**src/rtl/ni_target_request_pkg.sv**
```systemverilog
// Shared definitions for the target-side NI request decoder: flit bit-field
// positions, command encodings, AXI field widths and the decoder FSM states.
package ni_target_request_pkg;

    localparam int AXIIDWD    = 4;
    localparam int AXILENWD   = 8;
    localparam int AXISIZEWD  = 3;
    localparam int AXIBURSTWD = 2;
    localparam int AXIADDRWD  = 32;
    localparam int AXIDATAWD  = 64;
    localparam int AXISTRBWD  = 8;
    localparam int SRCWD      = 4;

    // Header and data flit field positions (80-bit flit)
    localparam int HDR_BIT  = 79;
    localparam int LAST_BIT = 78;
    localparam int SRC_HI   = 77;
    localparam int SRC_LO   = 74;
    localparam int CMD_HI   = 73;
    localparam int CMD_LO   = 72;
    localparam int ID_HI    = 71;
    localparam int ID_LO    = 68;
    localparam int LEN_HI   = 67;
    localparam int LEN_LO   = 60;
    localparam int SIZE_HI  = 59;
    localparam int SIZE_LO  = 57;
    localparam int BURST_HI = 56;
    localparam int BURST_LO = 55;
    localparam int ADDR_HI  = 54;
    localparam int ADDR_LO  = 23;
    localparam int STRB_HI  = 71;
    localparam int STRB_LO  = 64;
    localparam int DATA_HI  = 63;
    localparam int DATA_LO  = 0;

    localparam logic [1:0] CMD_READ  = 2'b00;
    localparam logic [1:0] CMD_WRITE = 2'b01;

    typedef enum logic [1:0] {
        IDLE,
        AR_ISSUE,
        AW_ISSUE,
        W_DATA
    } tr_state_e;

endpackage

```
**src/rtl/ni_id_source_table.sv**
```systemverilog
// Per-AXI-ID record of the requesting SOURCE node; one write port and one
// asynchronous read port, so a same-cycle lookup sees the previous value.
module ni_id_source_table #(
    parameter int DEPTH = 16,
    parameter int IDW   = 4,
    parameter int SRCW  = 4
) (
    input  logic            clk,
    input  logic            rst,
    input  logic            wr_en,
    input  logic [IDW-1:0]  wr_id,
    input  logic [SRCW-1:0] wr_src,
    input  logic [IDW-1:0]  rd_id,
    output logic [SRCW-1:0] rd_src
);

    logic [SRCW-1:0] mem [DEPTH];

    always_ff @(posedge clk or negedge rst) begin
        if (!rst) begin
            for (int i = 0; i < DEPTH; i++) begin
                mem[i] <= '0;
            end
        end else if (wr_en) begin
            mem[wr_id] <= wr_src;
        end
    end

    assign rd_src = mem[rd_id];

endmodule

```
**src/rtl/ni_target_request.sv**
```systemverilog
// Target-side NoC request decoder: turns header/data flits into AXI AW/W/AR
// traffic, remembers the source per ID and limits outstanding transactions.
module ni_target_request
    import ni_target_request_pkg::*;
#(
    parameter int FLIT_WIDTH          = 80,
    parameter int MAX_SUPPORTED_IDS   = 16,
    parameter int MAX_OUTSTANDING     = 8,
    parameter int LOG_MAX_OUTSTANDING = 3
) (
    input  logic                  clk,
    input  logic                  rst,
    input  logic [FLIT_WIDTH-1:0] flit,
    input  logic                  valid,
    output logic                  stall,
    output logic [AXIIDWD-1:0]    AWID,
    output logic [AXIADDRWD-1:0]  AWADDR,
    output logic [AXILENWD-1:0]   AWLEN,
    output logic [AXISIZEWD-1:0]  AWSIZE,
    output logic [AXIBURSTWD-1:0] AWBURST,
    output logic                  AWVALID,
    input  logic                  AWREADY,
    output logic [AXIDATAWD-1:0]  WDATA,
    output logic [AXISTRBWD-1:0]  WSTRB,
    output logic                  WLAST,
    output logic                  WVALID,
    input  logic                  WREADY,
    output logic [AXIIDWD-1:0]    ARID,
    output logic [AXIADDRWD-1:0]  ARADDR,
    output logic [AXILENWD-1:0]   ARLEN,
    output logic [AXISIZEWD-1:0]  ARSIZE,
    output logic [AXIBURSTWD-1:0] ARBURST,
    output logic                  ARVALID,
    input  logic                  ARREADY,
    input  logic                  wr_done,
    input  logic                  rd_done,
    input  logic [AXIIDWD-1:0]    wr_lookup_id,
    input  logic [AXIIDWD-1:0]    rd_lookup_id,
    output logic [SRCWD-1:0]      wr_lookup_src,
    output logic [SRCWD-1:0]      rd_lookup_src,
    output logic                  proto_err
);

    localparam int CNTW = LOG_MAX_OUTSTANDING + 1;
    localparam logic [CNTW-1:0]     CNT_MAX  = CNTW'(MAX_OUTSTANDING);
    localparam logic [CNTW-1:0]     CNT_ONE  = CNTW'(1);
    localparam logic [AXILENWD-1:0] BEAT_ONE = AXILENWD'(1);

    tr_state_e state_q, state_d;

    logic                 run_q;
    logic                 all_loaded_q;
    logic                 err_fill_q;
    logic [SRCWD-1:0]     src_q;
    logic [AXILENWD-1:0]  len_q;
    logic [AXILENWD-1:0]  beat_q;
    logic [CNTW-1:0]      rd_cnt_q;
    logic [CNTW-1:0]      wr_cnt_q;

    logic       is_hdr;
    logic [1:0] cmd;
    logic       ar_fire, aw_fire, w_fire, w_room, last_beat;
    logic       stall_c, take_rd, take_wr, w_load_flit, w_load_fill, hdr_in_burst, err_set;

    assign is_hdr    = flit[HDR_BIT];
    assign cmd       = flit[CMD_HI:CMD_LO];
    assign ar_fire   = ARVALID && ARREADY;
    assign aw_fire   = AWVALID && AWREADY;
    assign w_fire    = WVALID && WREADY;
    assign w_room    = !WVALID || WREADY;
    assign last_beat = (beat_q == len_q);
    assign stall     = stall_c;

    function automatic logic [CNTW-1:0] cnt_next(input logic [CNTW-1:0] c,
                                                 input logic inc, input logic dec);
        logic dec_ok;
        dec_ok = dec && (c != '0);
        if (inc && !dec_ok) return c + CNT_ONE;
        if (dec_ok && !inc) return c - CNT_ONE;
        return c;
    endfunction

    always_ff @(posedge clk or negedge rst) begin
        if (!rst) begin
            state_q <= IDLE;
            run_q   <= 1'b0;
        end else begin
            state_q <= state_d;
            run_q   <= 1'b1;
        end
    end

    // Stall is decided first; consumption and transitions then follow from it.
    always_comb begin
        state_d      = state_q;
        stall_c      = 1'b1;
        take_rd      = 1'b0;
        take_wr      = 1'b0;
        w_load_flit  = 1'b0;
        w_load_fill  = 1'b0;
        hdr_in_burst = 1'b0;
        err_set      = 1'b0;
        case (state_q)
            IDLE:    stall_c = valid && is_hdr &&
                               ((cmd == CMD_READ  && rd_cnt_q == CNT_MAX) ||
                                (cmd == CMD_WRITE && wr_cnt_q == CNT_MAX));
            W_DATA:  stall_c = !w_room || all_loaded_q || err_fill_q || (valid && is_hdr);
            default: stall_c = 1'b1;
        endcase
        if (!run_q) stall_c = 1'b1;
        case (state_q)
            IDLE: begin
                if (valid && !stall_c) begin
                    if (is_hdr && cmd == CMD_READ) begin
                        take_rd = 1'b1;
                        state_d = AR_ISSUE;
                    end else if (is_hdr && cmd == CMD_WRITE) begin
                        take_wr = 1'b1;
                        state_d = AW_ISSUE;
                    end else begin
                        err_set = 1'b1;
                    end
                end
            end
            AR_ISSUE: if (ar_fire) state_d = IDLE;
            AW_ISSUE: if (aw_fire) state_d = W_DATA;
            W_DATA: begin
                w_load_flit  = valid && !stall_c;
                w_load_fill  = err_fill_q && !all_loaded_q && w_room;
                hdr_in_burst = valid && is_hdr && !all_loaded_q && !err_fill_q;
                if ((w_load_flit && (flit[LAST_BIT] != last_beat)) || hdr_in_burst)
                    err_set = 1'b1;
                if (w_fire && WLAST) state_d = IDLE;
            end
            default: state_d = IDLE;
        endcase
    end

    // A header arriving mid-burst is left waiting; the burst is completed
    // with zero-strobe beats so the slave still sees a well-formed write.
    always_ff @(posedge clk or negedge rst) begin
        if (!rst) begin
            ARID <= '0; ARADDR <= '0; ARLEN <= '0; ARSIZE <= '0; ARBURST <= '0; ARVALID <= 1'b0;
            AWID <= '0; AWADDR <= '0; AWLEN <= '0; AWSIZE <= '0; AWBURST <= '0; AWVALID <= 1'b0;
            WDATA <= '0; WSTRB <= '0; WLAST <= 1'b0; WVALID <= 1'b0;
            src_q <= '0; len_q <= '0; beat_q <= '0;
            all_loaded_q <= 1'b0; err_fill_q <= 1'b0; proto_err <= 1'b0;
        end else begin
            if (take_rd) begin
                ARID    <= flit[ID_HI:ID_LO];
                ARADDR  <= flit[ADDR_HI:ADDR_LO];
                ARLEN   <= flit[LEN_HI:LEN_LO];
                ARSIZE  <= flit[SIZE_HI:SIZE_LO];
                ARBURST <= flit[BURST_HI:BURST_LO];
                ARVALID <= 1'b1;
            end else if (ar_fire) begin
                ARVALID <= 1'b0;
            end
            if (take_wr) begin
                AWID    <= flit[ID_HI:ID_LO];
                AWADDR  <= flit[ADDR_HI:ADDR_LO];
                AWLEN   <= flit[LEN_HI:LEN_LO];
                AWSIZE  <= flit[SIZE_HI:SIZE_LO];
                AWBURST <= flit[BURST_HI:BURST_LO];
                AWVALID <= 1'b1;
                len_q   <= flit[LEN_HI:LEN_LO];
            end else if (aw_fire) begin
                AWVALID <= 1'b0;
            end
            if (take_rd || take_wr) src_q <= flit[SRC_HI:SRC_LO];
            if (aw_fire) begin
                beat_q       <= '0;
                all_loaded_q <= 1'b0;
                err_fill_q   <= 1'b0;
            end
            if (hdr_in_burst) err_fill_q <= 1'b1;
            if (w_load_flit || w_load_fill) begin
                WDATA  <= w_load_flit ? flit[DATA_HI:DATA_LO] : '0;
                WSTRB  <= w_load_flit ? flit[STRB_HI:STRB_LO] : '0;
                WLAST  <= last_beat;
                WVALID <= 1'b1;
                beat_q <= beat_q + BEAT_ONE;
                if (last_beat) all_loaded_q <= 1'b1;
            end else if (w_fire) begin
                WVALID <= 1'b0;
            end
            if (err_set) proto_err <= 1'b1;
        end
    end

    always_ff @(posedge clk or negedge rst) begin
        if (!rst) begin
            rd_cnt_q <= '0;
            wr_cnt_q <= '0;
        end else begin
            rd_cnt_q <= cnt_next(rd_cnt_q, ar_fire, rd_done);
            wr_cnt_q <= cnt_next(wr_cnt_q, aw_fire, wr_done);
        end
    end

    ni_id_source_table #(.DEPTH(MAX_SUPPORTED_IDS), .IDW(AXIIDWD), .SRCW(SRCWD)) u_rd_table (
        .clk    (clk),
        .rst    (rst),
        .wr_en  (ar_fire),
        .wr_id  (ARID),
        .wr_src (src_q),
        .rd_id  (rd_lookup_id),
        .rd_src (rd_lookup_src)
    );

    ni_id_source_table #(.DEPTH(MAX_SUPPORTED_IDS), .IDW(AXIIDWD), .SRCW(SRCWD)) u_wr_table (
        .clk    (clk),
        .rst    (rst),
        .wr_en  (aw_fire),
        .wr_id  (AWID),
        .wr_src (src_q),
        .rd_id  (wr_lookup_id),
        .rd_src (wr_lookup_src)
    );

endmodule
```
**config.mk**
```make
export PLATFORM = sky130hd
export DESIGN_NAME = ni_target_request
export DESIGN_NICKNAME = d
export VERILOG_FILES = /design/src/rtl/ni_target_request_pkg.sv /design/src/rtl/ni_id_source_table.sv /design/src/rtl/ni_target_request.sv
export SDC_FILE = /design/constraint.sdc
export NUM_CORES = 1
export LEC_CHECK = 0
export CAP_MARGIN = 20
export CORE_ASPECT_RATIO = 1.75
export CORE_UTILIZATION = 56
export DETAILED_ROUTE_END_ITERATION = 6
export PLACE_DENSITY = 0.88
export SYNTH_ARGS = -nofsm -noshare
export SYNTH_HDL_FRONTEND = slang
export SYNTH_SLANG_ARGS = --single-unit
```
**constraint.sdc**
```tcl
create_clock -name clk -period 5.8 [get_ports clk]
set_input_delay 0.58 -clock clk [delete_from_list [all_inputs] [get_ports clk]]
set_output_delay 0.58 -clock clk [all_outputs]
set_load 0.02 [all_outputs]
```
==> parameters.txt <==
Parameter                              Value

Outcome
  Outcome ... complete, no violations

Worst setup path
  Required arrival time at the worst endpoint ... 5220 ps
  Critical path, cell by cell ... clkdlybuf4s50_1 -> mux4_2 -> mux4_2 -> clkdlybuf4s50_1
  Crit start category ... primary input
  Endpoint class of the critical path ... output pin
  Cell with the largest stage delay on the worst path ... sky130_fd_sc_hd__clkdlybuf4s50_1
  Number of cells on the worst reg-to-reg path ... 7
  Path length in cells of the critical path ... 4
  CP bufs+invs ... 2
  Maximum fanout along the worst path ... 16
  Critical path type ... primary input to output pin
  WP data arrival ... 3030 ps
  Largest stage delay on the critical path ... 950 ps
  Kind of cell adding the most delay to the critical path ... buffers and inverters

Finish
  Area growth, synth to finish ... 28.4%
  Multi-input combinational cell area ... 5630 sq um
  Share of cells above drive strength 1 ... 0.229
  Post-route standard cell area excluding fillers ... 18200 sq um
  Number of antenna repair diodes ... 0
  Final net count ... 1452
  Storage element area ... 8210 sq um
  Fillcell total ... 1575

Place
  Total cell area at the placement stage ... 17100 sq um
  Gpl congestion ... 0.864
  Count of buffers from port buffering ... 279
  Worst slack at placement ... 1740 ps
  Detailed placement HPWL ... 26300 um

Die
  Die Footprint ... 26000 sq um
  Chip Width ... 122 um
  Initial cell density of the core ... 0.575
  Area inside the core boundary ... 24700 sq um
  Ports placed on the boundary ... 280
  Die Y ... 213 um
  FP Rows ... 76

STA
  Clock tree skew after final layout ... 15.8 ps
  Finish-stage setup viols ... 0
  Measured slew at the worst slew-check pin ... 1180 ps
  Worst setup margin ... 2190 ps
  Max-slew headroom ... 0.216
  Final count of pins violating max slew ... 0
  Setup TNS ... 0 ps
  Hold Violations, Final ... 0
  RSZ-0062 raised after global routing ... false
  Period utilisation layout ... 0.622
  Final period demand of the worst path ... 3610 ps
  Max Fclk ... 277 MHz
  Hold slack ... 486 ps

Synth
  Synthesized flop and latch total ... 328
  Avg Cell Area, Syn ... 13.1 sq um
  EDFF count, synth ... 0
  Area of the mapped netlist ... 14200 sq um
  Number of warnings reported in the yosys synthesis log ... 0
  Synthesized instance count ... 1083
  Post-synth ARST share ... 1.00
  Ys flop type ... sky130_fd_sc_hd__dfrtp_1
  Syn nets ... 1194
  Post-synth cell types ... 48
  Sequential share of the synthesized area ... 0.578

CTS
  TritonCTS clock tree ... built
  Number of H-tree levels ... 1
  CTS buffer count ... 29
  Number of sinks on the clock net ... 328
  Insertion delay of the later-clocked pin in the worst-skew pair ... 550 ps
  Maximum clock path buffer count ... 3
  Root buffer cell ... sky130_fd_sc_hd__clkbuf_16
  Number of setup buffers added after CTS ... 0
  Number of buffers inserted for hold repair after clock tree synthesis ... 1
  Post-CTS resize count ... 0
  Clock transition at the registers of the reported paths ... 70 ps

Job
  Maximum capacitance violations ... 0

Detailed routing
  Remaining routing DRC violations ... 0
  Number of iterations in the first detailed-routing pass ... 5
  First-iteration detailed-routing DRC count ... 601
  Via count ... 9774
  Routed wire length ... 38200 um
  Detail-routed net length per standard cell ... 22.8 um
  Antenna-violating nets left ... 0
  Via density ... 5.84

Pwr
  Static Leakage ... 8.72 nW
  Worst IR drop on VDD ... 0.409 mV
  Power per unit of standard cell area ... 420 nW/um^2

Global routing
  Vias in the first global route ... 10600
  Pin count of the biggest net entering global routing ... 189
  Sum of overflow across all layers after global routing ... 0
  Number of antenna violations at the first check in global routing ... 0
  Overall Global Routing Usage ... 0.303
  First-pass GRT wire length ... 59100 um

Min path
  Hold/Removal Path Class ... flop to flop
  Depth of the worst hold-timing path ... 1
==> power breakdown <==
group          switching, mW  internal [mW]  leakage (nW)
clock                  0.868           1.09         0.477
sequential             0.392           2.77          4.51
combinational           1.33           1.22          3.74
==> per-layer routing <==
| layer | share of wire | global-route usage |
|---|---|---|
| met5 | 0 | 0 |
| met2 | 0.54 | 0.534 |
| met4 | 0.061 | 0.185 |
| met1 | 0.34 | 0.323 |
| met3 | 0.063 | 0.0700 |
==> area by class of cell <==
class,count,share of cell area
clock buffer,40,0.0475
clock inverter,13,0.00590
inverter,15,0.00309
multi-input combinational,676,0.309
sequential,328,0.450
tap,312,0.0214
timing repair buffer,291,0.164
==> kinds of logic (layout without fill, tap and decap cells) <==
kind of cell               Yosys count  after routing  synth area share
and+or+nand+nor                    332            332             0.106
DFF                                328            328             0.578
muxes                              273            273             0.248
buffers and inverters               79            359            0.0272
AOI/OAI and AO/OA                   36             36            0.0164
xor gates and xnor gates            19             19            0.0117
adders and majority gates           15             15            0.0132
other                                1              1          0.000264
==> worst paths after layout <==
kind,from,endpoint,slack (ps)
worst max-delay path,wr_lookup_id[1],wr_lookup_src[2],2190
worst min-delay path,ARLEN[1],ARLEN[1],490
worst max register to register,state_q[1],AWADDR[23],2640
worst min register to register,ARLEN[1],ARLEN[1],490
max in group asynchronous,rst,WDATA[8],3750
min in group asynchronous,rst,ARSIZE[1],560
==> registers in the layout, summed over array words and instances, names as in the netlist, 8 cells and up <==
register,flops
beat_q,8
WDATA,64
WSTRB,8
AWADDR,32
len_q,8
ARLEN,8
u_rd_table.mem,64
ARADDR,32
u_wr_table.mem,64
==> cells in the final DEF (no fill, tap or decap), types with 10 or more instances in the layout <==
master,instances
sky130_fd_sc_hd__ha_1,15
sky130_fd_sc_hd__nand2b_1,11
sky130_fd_sc_hd__mux2_1,30
sky130_fd_sc_hd__clkdlybuf4s50_1,278
sky130_fd_sc_hd__dfrtp_1,328
sky130_fd_sc_hd__inv_1,15
sky130_fd_sc_hd__clkbuf_16,29
sky130_fd_sc_hd__nor2_1,32
sky130_fd_sc_hd__mux4_2,40
sky130_fd_sc_hd__o21ai_0,16
sky130_fd_sc_hd__nand2_1,171
sky130_fd_sc_hd__xnor2_1,15
sky130_fd_sc_hd__clkbuf_8,10
sky130_fd_sc_hd__nand3_1,84
sky130_fd_sc_hd__mux2_2,201
==> cells in the mapped netlist (all sizes together), types with 3 or more instances <==
cell	n	area share
a21o	3	0.0016
mux2	231	0.18
and3	4	0.0018
xor2	4	0.0025
clkbuf	33	0.0087
o21ai	17	0.0060
nand4	3	0.0013
inv	15	0.0040
xnor2	15	0.0092
ha	15	0.013
nor3	3	0.0011
nand2	171	0.045
a21oi	4	0.0014
nor2b	3	0.0013
nand2b	11	0.0048
dfrtp	328	0.58
mux4	40	0.063
nor2	32	0.0085
nor4	3	0.0013
or4	4	0.0021
nand3b	4	0.0021
nand3	85	0.030
buf	31	0.015
==> through the flow <==
step	instances	utilization	total power [mW]
5_1_grt	1675	0.738	8.01
4_1_cts	1671	0.733	7.69
2_1_floorplan	1083	-	4.38
3_5_place_dp	1617	0.693	5.69
3_3_place_gp	1617	0.693	5.61
6_report	1675	0.738	7.67
No activity file was read; power rests on OpenSTA's default activity.
